File: src/rtl/fht_pkg.sv
// fht_pkg: shared constants and helpers for the FHT butterfly array.
//   fht_one / fht_round : twiddle unity (2**(W-2)) and rounding offset (2**(W-3)).
//   ONE / ROUND         : the same values for the default 12-bit twiddle.
//   sat()               : clip a wide signed value to a d_bit-wide signed range.
//   perm_src()          : which lane result drives each word of a 4-word output group.
package fht_pkg;

    localparam int FHT_W_BIT = 12;

    function automatic int fht_one(input int w_bit);
        return 1 << (w_bit - 2);
    endfunction

    function automatic int fht_round(input int w_bit);
        return 1 << (w_bit - 3);
    endfunction

    localparam int ONE   = fht_one(FHT_W_BIT);
    localparam int ROUND = fht_round(FHT_W_BIT);

    typedef logic signed [63:0] fht_wide_t;

    function automatic fht_wide_t sat(input fht_wide_t v, input int d_bit);
        fht_wide_t hi;
        fht_wide_t lo;
        hi = (fht_wide_t'(1) <<< (d_bit - 1)) - fht_wide_t'(1);
        lo = -hi - fht_wide_t'(1);
        if (v > hi) return hi;
        if (v < lo) return lo;
        return v;
    endfunction

    // Sources inside one lane pair: A = even lane k, B = odd lane k+1.
    typedef enum logic [1:0] {
        SRC_Y0A = 2'd0,
        SRC_Y1A = 2'd1,
        SRC_Y0B = 2'd2,
        SRC_Y1B = 2'd3
    } perm_src_t;

    // Output word pos (0..3) of a pair group; the last stage wins over the
    // second-half swap.
    function automatic perm_src_t perm_src(input logic [1:0] pos, input logic st_last,
                                           input logic part2);
        perm_src_t src;
        src = SRC_Y0A;
        if (st_last) begin
            src = perm_src_t'(pos);
        end else if (part2) begin
            case (pos)
                2'd0:    src = SRC_Y0B;
                2'd1:    src = SRC_Y0A;
                2'd2:    src = SRC_Y1B;
                default: src = SRC_Y1A;
            endcase
        end else begin
            case (pos)
                2'd0:    src = SRC_Y0A;
                2'd1:    src = SRC_Y0B;
                2'd2:    src = SRC_Y1A;
                default: src = SRC_Y1B;
            endcase
        end
        return src;
    endfunction

endpackage

File: src/rtl/fht_but_lane.sv
// fht_but_lane: one radix-2 FHT butterfly lane, pipeline stages S1..S3.
//   S1 registers operands and (possibly forced) twiddle, S2 the product sum,
//   S3 the rounded, reduced sum/difference.
// Ports:
//   i_clk, i_rst_n       clock, async active-low reset
//   i_en                 advance all stages
//   i_triv               force twiddle to cos=ONE, sin=0
//   i_x0, i_x1, i_x2     operands (X2 = partner lane's odd bank)
//   i_cos, i_sin         lane twiddle
//   o_y0, o_y1           X0+T, X0-T reduced to D_BIT
//   o_ovf                either result clipped (only with FHT_BUT_SAT_EN)
// Macro FHT_BUT_SAT_EN: saturate results; otherwise wrap modulo 2**D_BIT.
module fht_but_lane import fht_pkg::*; #(
    parameter int D_BIT = 17,
    parameter int W_BIT = 12
) (
    input  logic                    i_clk,
    input  logic                    i_rst_n,
    input  logic                    i_en,
    input  logic                    i_triv,
    input  logic signed [D_BIT-1:0] i_x0,
    input  logic signed [D_BIT-1:0] i_x1,
    input  logic signed [D_BIT-1:0] i_x2,
    input  logic signed [W_BIT-1:0] i_cos,
    input  logic signed [W_BIT-1:0] i_sin,
    output logic signed [D_BIT-1:0] o_y0,
    output logic signed [D_BIT-1:0] o_y1,
    output logic                    o_ovf
);
    localparam int PW = D_BIT + W_BIT + 1;
    localparam int SW = D_BIT + 2;
    localparam int SH = W_BIT - 2;
    localparam logic signed [W_BIT-1:0] C_ONE = W_BIT'(fht_one(W_BIT));
    localparam logic signed [PW-1:0]    C_RND = PW'(fht_round(W_BIT));

    logic signed [W_BIT-1:0] w_cos, w_sin;
    logic signed [D_BIT-1:0] r_x0_s1, r_x1_s1, r_x2_s1, r_x0_s2;
    logic signed [W_BIT-1:0] r_cos_s1, r_sin_s1;
    logic signed [PW-1:0]    w_p, r_p_s2, w_rnd;
    logic signed [SW-1:0]    w_t, w_y0, w_y1;
    logic signed [D_BIT-1:0] w_y0_red, w_y1_red, r_y0_s3, r_y1_s3;
    logic                    w_ovf, r_ovf_s3;

    assign w_cos = i_triv ? C_ONE : i_cos;
    assign w_sin = i_triv ? '0 : i_sin;

    assign w_p   = PW'(r_x1_s1) * PW'(r_cos_s1) + PW'(r_x2_s1) * PW'(r_sin_s1);
    // Arithmetic shift floors, so adding half an LSB first rounds half up.
    assign w_rnd = r_p_s2 + C_RND;
    assign w_t   = SW'(w_rnd >>> SH);
    assign w_y0  = SW'(r_x0_s2) + w_t;
    assign w_y1  = SW'(r_x0_s2) - w_t;

`ifdef FHT_BUT_SAT_EN
    assign w_y0_red = D_BIT'(sat(fht_wide_t'(w_y0), D_BIT));
    assign w_y1_red = D_BIT'(sat(fht_wide_t'(w_y1), D_BIT));
    assign w_ovf    = (sat(fht_wide_t'(w_y0), D_BIT) != fht_wide_t'(w_y0)) ||
                      (sat(fht_wide_t'(w_y1), D_BIT) != fht_wide_t'(w_y1));
`else
    assign w_y0_red = D_BIT'(w_y0);
    assign w_y1_red = D_BIT'(w_y1);
    assign w_ovf    = 1'b0;
`endif

    always_ff @(posedge i_clk or negedge i_rst_n) begin
        if (!i_rst_n) begin
            r_x0_s1  <= '0;
            r_x1_s1  <= '0;
            r_x2_s1  <= '0;
            r_cos_s1 <= '0;
            r_sin_s1 <= '0;
            r_p_s2   <= '0;
            r_x0_s2  <= '0;
            r_y0_s3  <= '0;
            r_y1_s3  <= '0;
            r_ovf_s3 <= 1'b0;
        end else if (i_en) begin
            r_x0_s1  <= i_x0;
            r_x1_s1  <= i_x1;
            r_x2_s1  <= i_x2;
            r_cos_s1 <= w_cos;
            r_sin_s1 <= w_sin;
            r_p_s2   <= w_p;
            r_x0_s2  <= r_x0_s1;
            r_y0_s3  <= w_y0_red;
            r_y1_s3  <= w_y1_red;
            r_ovf_s3 <= w_ovf;
        end
    end

    assign o_y0  = r_y0_s3;
    assign o_y1  = r_y1_s3;
    assign o_ovf = r_ovf_s3;

endmodule

File: src/rtl/fht_but_array.sv
// fht_but_array: N_BUT-lane radix-2 FHT butterfly array, 4-stage pipeline.
//   Lanes (S1..S3) are fht_but_lane instances; this level carries valid and the
//   permutation flags alongside the data, registers the permuted output (S4)
//   and keeps the sticky overflow flag.
// Ports:
//   iCLK, iRESET          clock, async active-low reset
//   iEN                   advance every stage (0 freezes the pipe)
//   iVALID                input beat valid
//   iST_ZERO, iSECTOR     trivial twiddle when iST_ZERO=1 or iSECTOR=0
//   iST_LAST              identity output order
//   i2ND_PART_SUBSEC      lane-pair swap order
//   iBANK                 2*N_BUT words of D_BIT, bank b at [b*D_BIT +: D_BIT]
//   iSIN, iCOS            per-lane twiddles, lane k at [k*W_BIT +: W_BIT]
//   iCLR_OVF              clear sticky overflow (a simultaneous set wins)
//   oVALID, oY            output beat; oY holds while no valid beat arrives
//   oOVF                  sticky saturation flag
// Macro FHT_BUT_SAT_EN: saturating results and live oOVF; otherwise results
// wrap and oOVF is constant 0.
module fht_but_array import fht_pkg::*; #(
    parameter int D_BIT = 17,
    parameter int A_BIT = 8,
    parameter int W_BIT = 12,
    parameter int N_BUT = 2
) (
    input  logic                       iCLK,
    input  logic                       iRESET,
    input  logic                       iEN,
    input  logic                       iVALID,
    input  logic                       iST_ZERO,
    input  logic                       iST_LAST,
    input  logic                       i2ND_PART_SUBSEC,
    input  logic [A_BIT-1:0]           iSECTOR,
    input  logic [2*N_BUT*D_BIT-1:0]   iBANK,
    input  logic [N_BUT*W_BIT-1:0]     iSIN,
    input  logic [N_BUT*W_BIT-1:0]     iCOS,
    input  logic                       iCLR_OVF,
    output logic                       oVALID,
    output logic [2*N_BUT*D_BIT-1:0]   oY,
    output logic                       oOVF
);
    localparam int NB = 2 * N_BUT;

    logic                    w_triv;
    logic signed [D_BIT-1:0] w_y0 [N_BUT];
    logic signed [D_BIT-1:0] w_y1 [N_BUT];
    logic [N_BUT-1:0]        w_ovf;
    logic [NB*D_BIT-1:0]     w_perm;

    // Index 2 of each shift register is aligned with the lanes' S3 outputs.
    logic [2:0]              r_vld, r_last, r_part2;
    logic [NB*D_BIT-1:0]     r_y;
    logic                    r_vld_out;

    assign w_triv = iST_ZERO | (iSECTOR == '0);

    genvar gi;
    generate
        for (gi = 0; gi < N_BUT; gi++) begin : g_lane
            // X2 is the odd bank of the partner lane k^1, i.e. bank (2k+1)^2.
            fht_but_lane #(.D_BIT(D_BIT), .W_BIT(W_BIT)) u_lane (
                .i_clk   (iCLK),
                .i_rst_n (iRESET),
                .i_en    (iEN),
                .i_triv  (w_triv),
                .i_x0    (iBANK[(2*gi)*D_BIT +: D_BIT]),
                .i_x1    (iBANK[(2*gi+1)*D_BIT +: D_BIT]),
                .i_x2    (iBANK[((2*gi+1)^2)*D_BIT +: D_BIT]),
                .i_cos   (iCOS[gi*W_BIT +: W_BIT]),
                .i_sin   (iSIN[gi*W_BIT +: W_BIT]),
                .o_y0    (w_y0[gi]),
                .o_y1    (w_y1[gi]),
                .o_ovf   (w_ovf[gi])
            );
        end

        for (gi = 0; gi < NB; gi++) begin : g_perm
            localparam int         LA  = 2 * (gi / 4);
            localparam int         LB  = LA + 1;
            localparam logic [1:0] POS = 2'(gi % 4);
            perm_src_t w_src;
            assign w_src = perm_src(POS, r_last[2], r_part2[2]);
            assign w_perm[gi*D_BIT +: D_BIT] =
                (w_src == SRC_Y0A) ? w_y0[LA] :
                (w_src == SRC_Y1A) ? w_y1[LA] :
                (w_src == SRC_Y0B) ? w_y0[LB] : w_y1[LB];
        end
    endgenerate

    always_ff @(posedge iCLK or negedge iRESET) begin
        if (!iRESET) begin
            r_vld     <= '0;
            r_last    <= '0;
            r_part2   <= '0;
            r_y       <= '0;
            r_vld_out <= 1'b0;
        end else if (iEN) begin
            r_vld     <= {r_vld[1:0], iVALID};
            r_last    <= {r_last[1:0], iST_LAST};
            r_part2   <= {r_part2[1:0], i2ND_PART_SUBSEC};
            r_vld_out <= r_vld[2];
            if (r_vld[2]) begin
                r_y <= w_perm;
            end
        end
    end

`ifdef FHT_BUT_SAT_EN
    logic r_ovf;
    always_ff @(posedge iCLK or negedge iRESET) begin
        if (!iRESET) begin
            r_ovf <= 1'b0;
        end else if (iEN && r_vld[2] && (|w_ovf)) begin
            r_ovf <= 1'b1;
        end else if (iCLR_OVF) begin
            r_ovf <= 1'b0;
        end
    end
    assign oOVF = r_ovf;
`else
    logic w_unused_ovf;
    assign w_unused_ovf = ^{w_ovf, iCLR_OVF};
    assign oOVF = 1'b0;
`endif

    assign oVALID = r_vld_out;
    assign oY     = r_y;

endmodule

File: config.mk
export PLATFORM = sky130hd
export DESIGN_NAME = fht_but_array
export DESIGN_NICKNAME = d
export VERILOG_FILES = /design/src/rtl/fht_pkg.sv /design/src/rtl/fht_but_lane.sv /design/src/rtl/fht_but_array.sv
export SDC_FILE = /design/constraint.sdc
export NUM_CORES = 2
export LEC_CHECK = 0
export ABC_AREA = 1
export BUFFER_PORTS_ARGS = -buffer_cell sky130_fd_sc_hd__buf_2
export CAP_MARGIN = 20
export CORE_MARGIN = 2
export CORE_UTILIZATION = 30
export CTS_CLUSTER_SIZE = 14
export DETAILED_ROUTE_END_ITERATION = 7
export PLACE_DENSITY = 0.46
export SETUP_SLACK_MARGIN = 0.05
export SLEW_MARGIN = 20
export SYNTH_ARGS = -nofsm -noshare
export SYNTH_HDL_FRONTEND = slang
export SYNTH_SLANG_ARGS = --single-unit
File: constraint.sdc
create_clock -name iCLK -period 8 [get_ports iCLK]
set_input_delay 0 -clock iCLK [delete_from_list [all_inputs] [get_ports iCLK]]
set_output_delay 0 -clock iCLK [all_outputs]
set_load 0.02 [all_outputs]
[Word-level counts from Yosys, hierarchy flattened]
Cells that the tools add are included.
Operators by class
  $add $sub $neg: 8
  $mul: 4
  eq/ne operators: 8
  multiplexer cells: 24
  bitwise operators: 1
  reductions and logical operators: 6
Operators with widths (count)
  two-way mux 17 bit: 12
  multiplier 17 x 12 -> 27 bit: 4
  adder 27 x 11 -> 27 bit, second input constant: 2
  adder 27 bit: 2
  two-way mux 12 bit: 4
  adder 17 bit: 2
  subtractor 17 bit: 2
  two-way mux 2 bit: 8
  equality test 2 x 1 -> 1 bit, second input constant: 4
  equality test 2 bit, second input constant: 4
  logical NOT 2 bit: 4
  logical NOT 8 bit: 1
  AND reduction 2 bit: 1
  bitwise OR 1 bit: 1
Word-level totals
  flip-flop bits (word level): 350
  bits of input ports: 132
  output and inout bits: 70

[Logic depth before layout (Yosys ltp)]
  word-level depth: 6
  gate-level depth with buffers: 32

[Modules after synthesis]
From an unflattened synthesis, not the netlist that was laid out.
Unflattened totals
  cells, all modules: 6196
  area, all modules: 48036.1 um^2
By module, submodules not included
  fht_but_lane at g_lane[1].u_lane: instances 1, cells an instance 2801, area each 21957.3 um^2, sequential area each 3578.4 um^2
  fht_but_lane at g_lane[0].u_lane: instances 1, cells an instance 2769, area each 21809.7 um^2, sequential area each 3578.4 um^2
  fht_but_array: instances 1, cells an instance 626, area each 4269.1 um^2, sequential area each 1951.9 um^2

[Worst setup path before layout]
OpenSTA, ideal clock, no wires.
  path kind: reg2reg
  start point: register g_lane[1].u_lane.r_sin_s1[2]
  end point: register g_lane[1].u_lane.r_p_s2[26]
  library setup time: 0.118 ns
  arrival: 5.911 ns
  data required time: 7.882 ns
  slack: 1.971 ns
  stages on the path, launching flop included: 26
  buffers on the path: 2
  path through: dfrtp_1 clkbuf_1 buf_1 nand2_1 fa_1 fa_1 fa_1 inv_1 fa_1 inv_1 fa_1 inv_1 fa_1 inv_1 fa_1 inv_1 ha_1 nand2_1 nor3_1 nand2_1 nor4_1 a21oi_1 inv_1 nand2_1 nand3_1 nand2_1
On the way
  cells in the longest elaborated chain, start to end: 2
Ends and longest elaborated chain
  from (decl): line fht_but_lane.sv:38  | logic signed [W_BIT-1:0] r_cos_s1, r_sin_s1;
  from (signal assigned): line fht_but_lane.sv:82  | r_sin_s1 <= w_sin;
  multiplier 17 x 12 -> 27 bit: line fht_but_lane.sv:47  | assign w_p = PW'(r_x1_s1) * PW'(r_cos_s1) + PW'(r_x2_s1) * PW'(r_sin_s1);
  adder 27 bit: line fht_but_lane.sv:47
  to (signal assigned): line fht_but_lane.sv:83  | r_p_s2 <= w_p;
  to (decl): line fht_but_lane.sv:39  | logic signed [PW-1:0] w_p, r_p_s2, w_rnd;
No other way between the ends.
A chain may end at the register's enable or synchronous reset.

==> summary.md <==
| Metric | Value |
|---|---|
| Drt initial violations | `2272` |
| Post-synthesis compound-gate area fraction | `6.724%` |
| Crit-path most repeated cell | `fa_1` |
| Worst-path fanout max | `13` |
| Die H | `394.1 um` |
| Initial antenna violation count | `2` |
| Pin count of the biggest net entering global routing | `143` |
| Final wirelength | `139700 um` |
| Critical Path Start Type | `flip-flop` |
| Largest family of logic cells by synthesized area | `adder cells` |
| Worst path cell trace | `buf_4, nand2_1, fa_1, fa_1, inv_1, fa_1, fa_1, fa_1, fa_1, inv_1, fa_1, inv_1, ha_1, nand2_1, nor4_1, nand3_1, nand2_1, nand2_1, nand3_1, nand2_1` |
| Clock slew seen by the registers of the worst setup and hold paths | `0.06 ns` |
| Slew margin rel. | `25.07%` |
| Final GP Congestion | `0.8737` |
| Area fraction in and, or, nand and nor cells after synthesis | `17.85%` |
| Hold-fix buffers, CTS | `160` |
| # Post-CTS Setup Buffers | `0` |
| Critical path type | `reg -> reg` |
| CTS root buf | `clkbuf_16` |
| Predominant post-synthesis flop cell | `dfrtp_1` |
| Syn nets | `6961` |
| I/O pin total | `202` |
| Worst-case clock buffer depth | `3` |
| RSZ-0062 raised after global routing | `false` |
| Starting Density | `30.13%` |
| Layout cells sized above 1 | `6.898%` |
| Outcome | `complete, no violations` |
| Seq/Total Area, Yosys | `18.08%` |
| TritonCTS Buffers | `46` |
| Die span in x | `394.1 um` |
| Largest delay share family, worst path | `adder cells` |
| DRC | `0` |
| Port-buffer cells | `199` |
| Synthesized flop and latch total | `330` |
| Worst EP arrival | `7.61 ns` |
| Hold WC Path Type | `in -> reg` |
| DR WL/cell | `17.32 um` |
| Most frequent cells in the layout | `1602 x nand2_1, 1446 x inv_1, 794 x fa_1, 326 x dfrtp_1, 259 x o21ai_0` |
| Worst-Margin Slew | `1.124 ns` |
| Area Overhead vs Synth | `13.73%` |
| Fin crit share | `88.58%` |
| Worst Path Buf+Inv | `4` |
| Number of distinct library cells after synthesis | `49` |
| CP max-delay cell | `fa_1` |
| Htree depth | `2` |
| Crit end category | `flip-flop` |
| First-pass GRT wire length | `222600 um` |
| Post-synth EDFFs | `0` |
| Via count | `36460` |
| Final clock skew | `0.03354 ns` |
| Dpl hpwl | `112800 um` |
| Via density | `4.520` |
| Row count | `143` |
| Average cell area after synthesis | `7.888 um2` |
| Most common library cell in the layout ignoring fill and taps | `nand2_1` |
| Initial DRT Pass Iterations | `7` |
| Data required time of the worst path | `8.52 ns` |
| Area of the mapped netlist | `45660 um2` |
| Vias in the first global route | `37860` |
| Final hold viol count | `0` |
| Max Cap Viol | `0` |
| Full die area | `155400 um2` |
| Slowest stage delay, CP | `0.90 ns` |
| Minimum clock period after layout | `7.087 ns` |
| Post-Synth XOR/XNOR Area | `1.304%` |
| Post-Syn Instances | `5789` |
| Post-CTS Resized | `0` |
| Fin. max-slew vios | `0` |
| Synth async-reset ratio | `100.0%` |
| Total congestion overflow | `0` |
| Mux cell area share after synthesis | `0%` |
| CTS tree | `built` |
| YS warnings | `0` |
| Layout net count | `7169` |
| Fillcell total | `16130` |
| Endpoints failing setup | `0` |
| Clk sinks | `330` |
| GRT Util Overall | `18.43%` |
| Fmax | `141.1 MHz` |
| Clk_lat worst skew | `0.64 ns` |
| Core area | `151500 um2` |
| ANT nets after route | `0` |
| Adder-cell area share of the yosys netlist | `41.55%` |
| Setup Total Neg Slack | `0 ns` |
-- stage by stage --
stage / util [%] / hold WS (ns) / setup slack (ns) / cells / cell area [um2]
CTS: 34.26 / 0.05778 / 0.9327 / 8061 / 51910
global route: 34.26 / 0.1103 / 0.5270 / 8061 / 51920
detailed placement: 32.17 / 0.06094 / 0.9558 / 7819 / 48750
finish: 34.27 / 0.1082 / 0.9134 / 8067 / 51930
floorplan: - / -0.2956 / 1.971 / 5789 / 45660
global placement: 32.17 / 0.06574 / 0.9768 / 7819 / 48750
-- routing by layer --
metal	track usage (%)	vias up	wire, um	share of wire [%]
met5	0	-	0	0
met4	4.728	0	3662	2.6
met3	2.236	113	7084	5.1
met2	29.09	846	62960	45
met1	26.70	18200	66030	47
li1	-	17300	-	-
-- cells in the mapped netlist, types with 17 or more instances --
cell      number  area [um2]
dfrtp_1      330        8258
xnor2_1       24       210.2
xor2_1        44       385.4
a31oi_1       34       212.7
a221oi_1      17       148.9
nand2_1     1604        6021
buf_2         26       130.1
nor3_1        24       120.1
a21oi_1      122       610.6
nor2_1       207       777.0
ha_1         246        3078
fa_1         794       15900
o21ai_0      259        1296
nand3_1      131       655.6
buf_1         26       97.59
inv_2         27       101.4
clkbuf_1     220       825.8
inv_1       1446        5428
o21ai_1       40       200.2
nand4_1       20       125.1
-- cell type report --
class	count	area (um2)	share of cell area [%]
inverters	1475	5544	10.68
repair buffers	435	3211	6.182
clock inverters	23	265.3	0.5108
flip-flops and latches	330	8263	15.91
well taps	2030	2540	4.891
multi-input cells	3709	30810	59.33
clock buffers	59	1281	2.467
diodes	6	15.01	0.02891
-- worst min-delay path: cells and delay by family --
| kind | cells | cell delay [ns] |
|---|---|---|
| simple gates | 2 | 0.09 |
| buf+inv | 2 | 0.61 |
-- flip-flops by register name, summed over array words and instances, names as in the netlist --
register and count:
r_last 3, r_vld 3, g_lane.u_lane.o_y1 34, g_lane.u_lane.r_sin_s1 24, r_part2 3, oY 68
g_lane.u_lane.r_cos_s1 24, oVALID 1, g_lane.u_lane.o_y0 32, g_lane.u_lane.r_x0_s1 34, g_lane.u_lane.r_x2_s1 17, g_lane.u_lane.r_x1_s1 17
g_lane.u_lane.r_x0_s2 34, g_lane.u_lane.r_p_s2 36
-- path summary, 6_finish.rpt --
| kind | from | endpoint | slack (ns) | cells past startpoint |
|---|---|---|---|---|
| worst max-delay path | g_lane[1].u_lane.r_x1_s1[16] | g_lane[0].u_lane.r_p_s2[23] | 0.91 | 20 |
| worst min-delay path | iBANK[64] | g_lane[1].u_lane.r_x1_s1[13] | 0.11 | 4 |
| worst max register to register | g_lane[1].u_lane.r_x1_s1[16] | g_lane[0].u_lane.r_p_s2[23] | 0.91 | 20 |
| worst min register to register | g_lane[1].u_lane.r_x0_s1[5] | g_lane[1].u_lane.r_x0_s1[5] | 0.47 | 2 |
| max in group asynchronous | iRESET | g_lane[1].u_lane.r_x1_s1[5] | 6.10 | 4 |
| min in group asynchronous | iRESET | g_lane[0].u_lane.o_y0[4] | 0.47 | 3 |
-- cells by family (layout without fill, tap and decap cells) --
kind of cell               count (synthesis)  after routing
other                                      1              7
DFF                                      330            330
AOI/OAI and AO/OA                        551            551
adders and majority gates               1040           1040
xor gates and xnor gates                  68             68
and+or+nand+nor                         2049           2049
buffers and inverters                   1750           1992
Power is not shown: default switching activity piles up to over one toggle a cycle in this logic, so the estimate is an artifact.
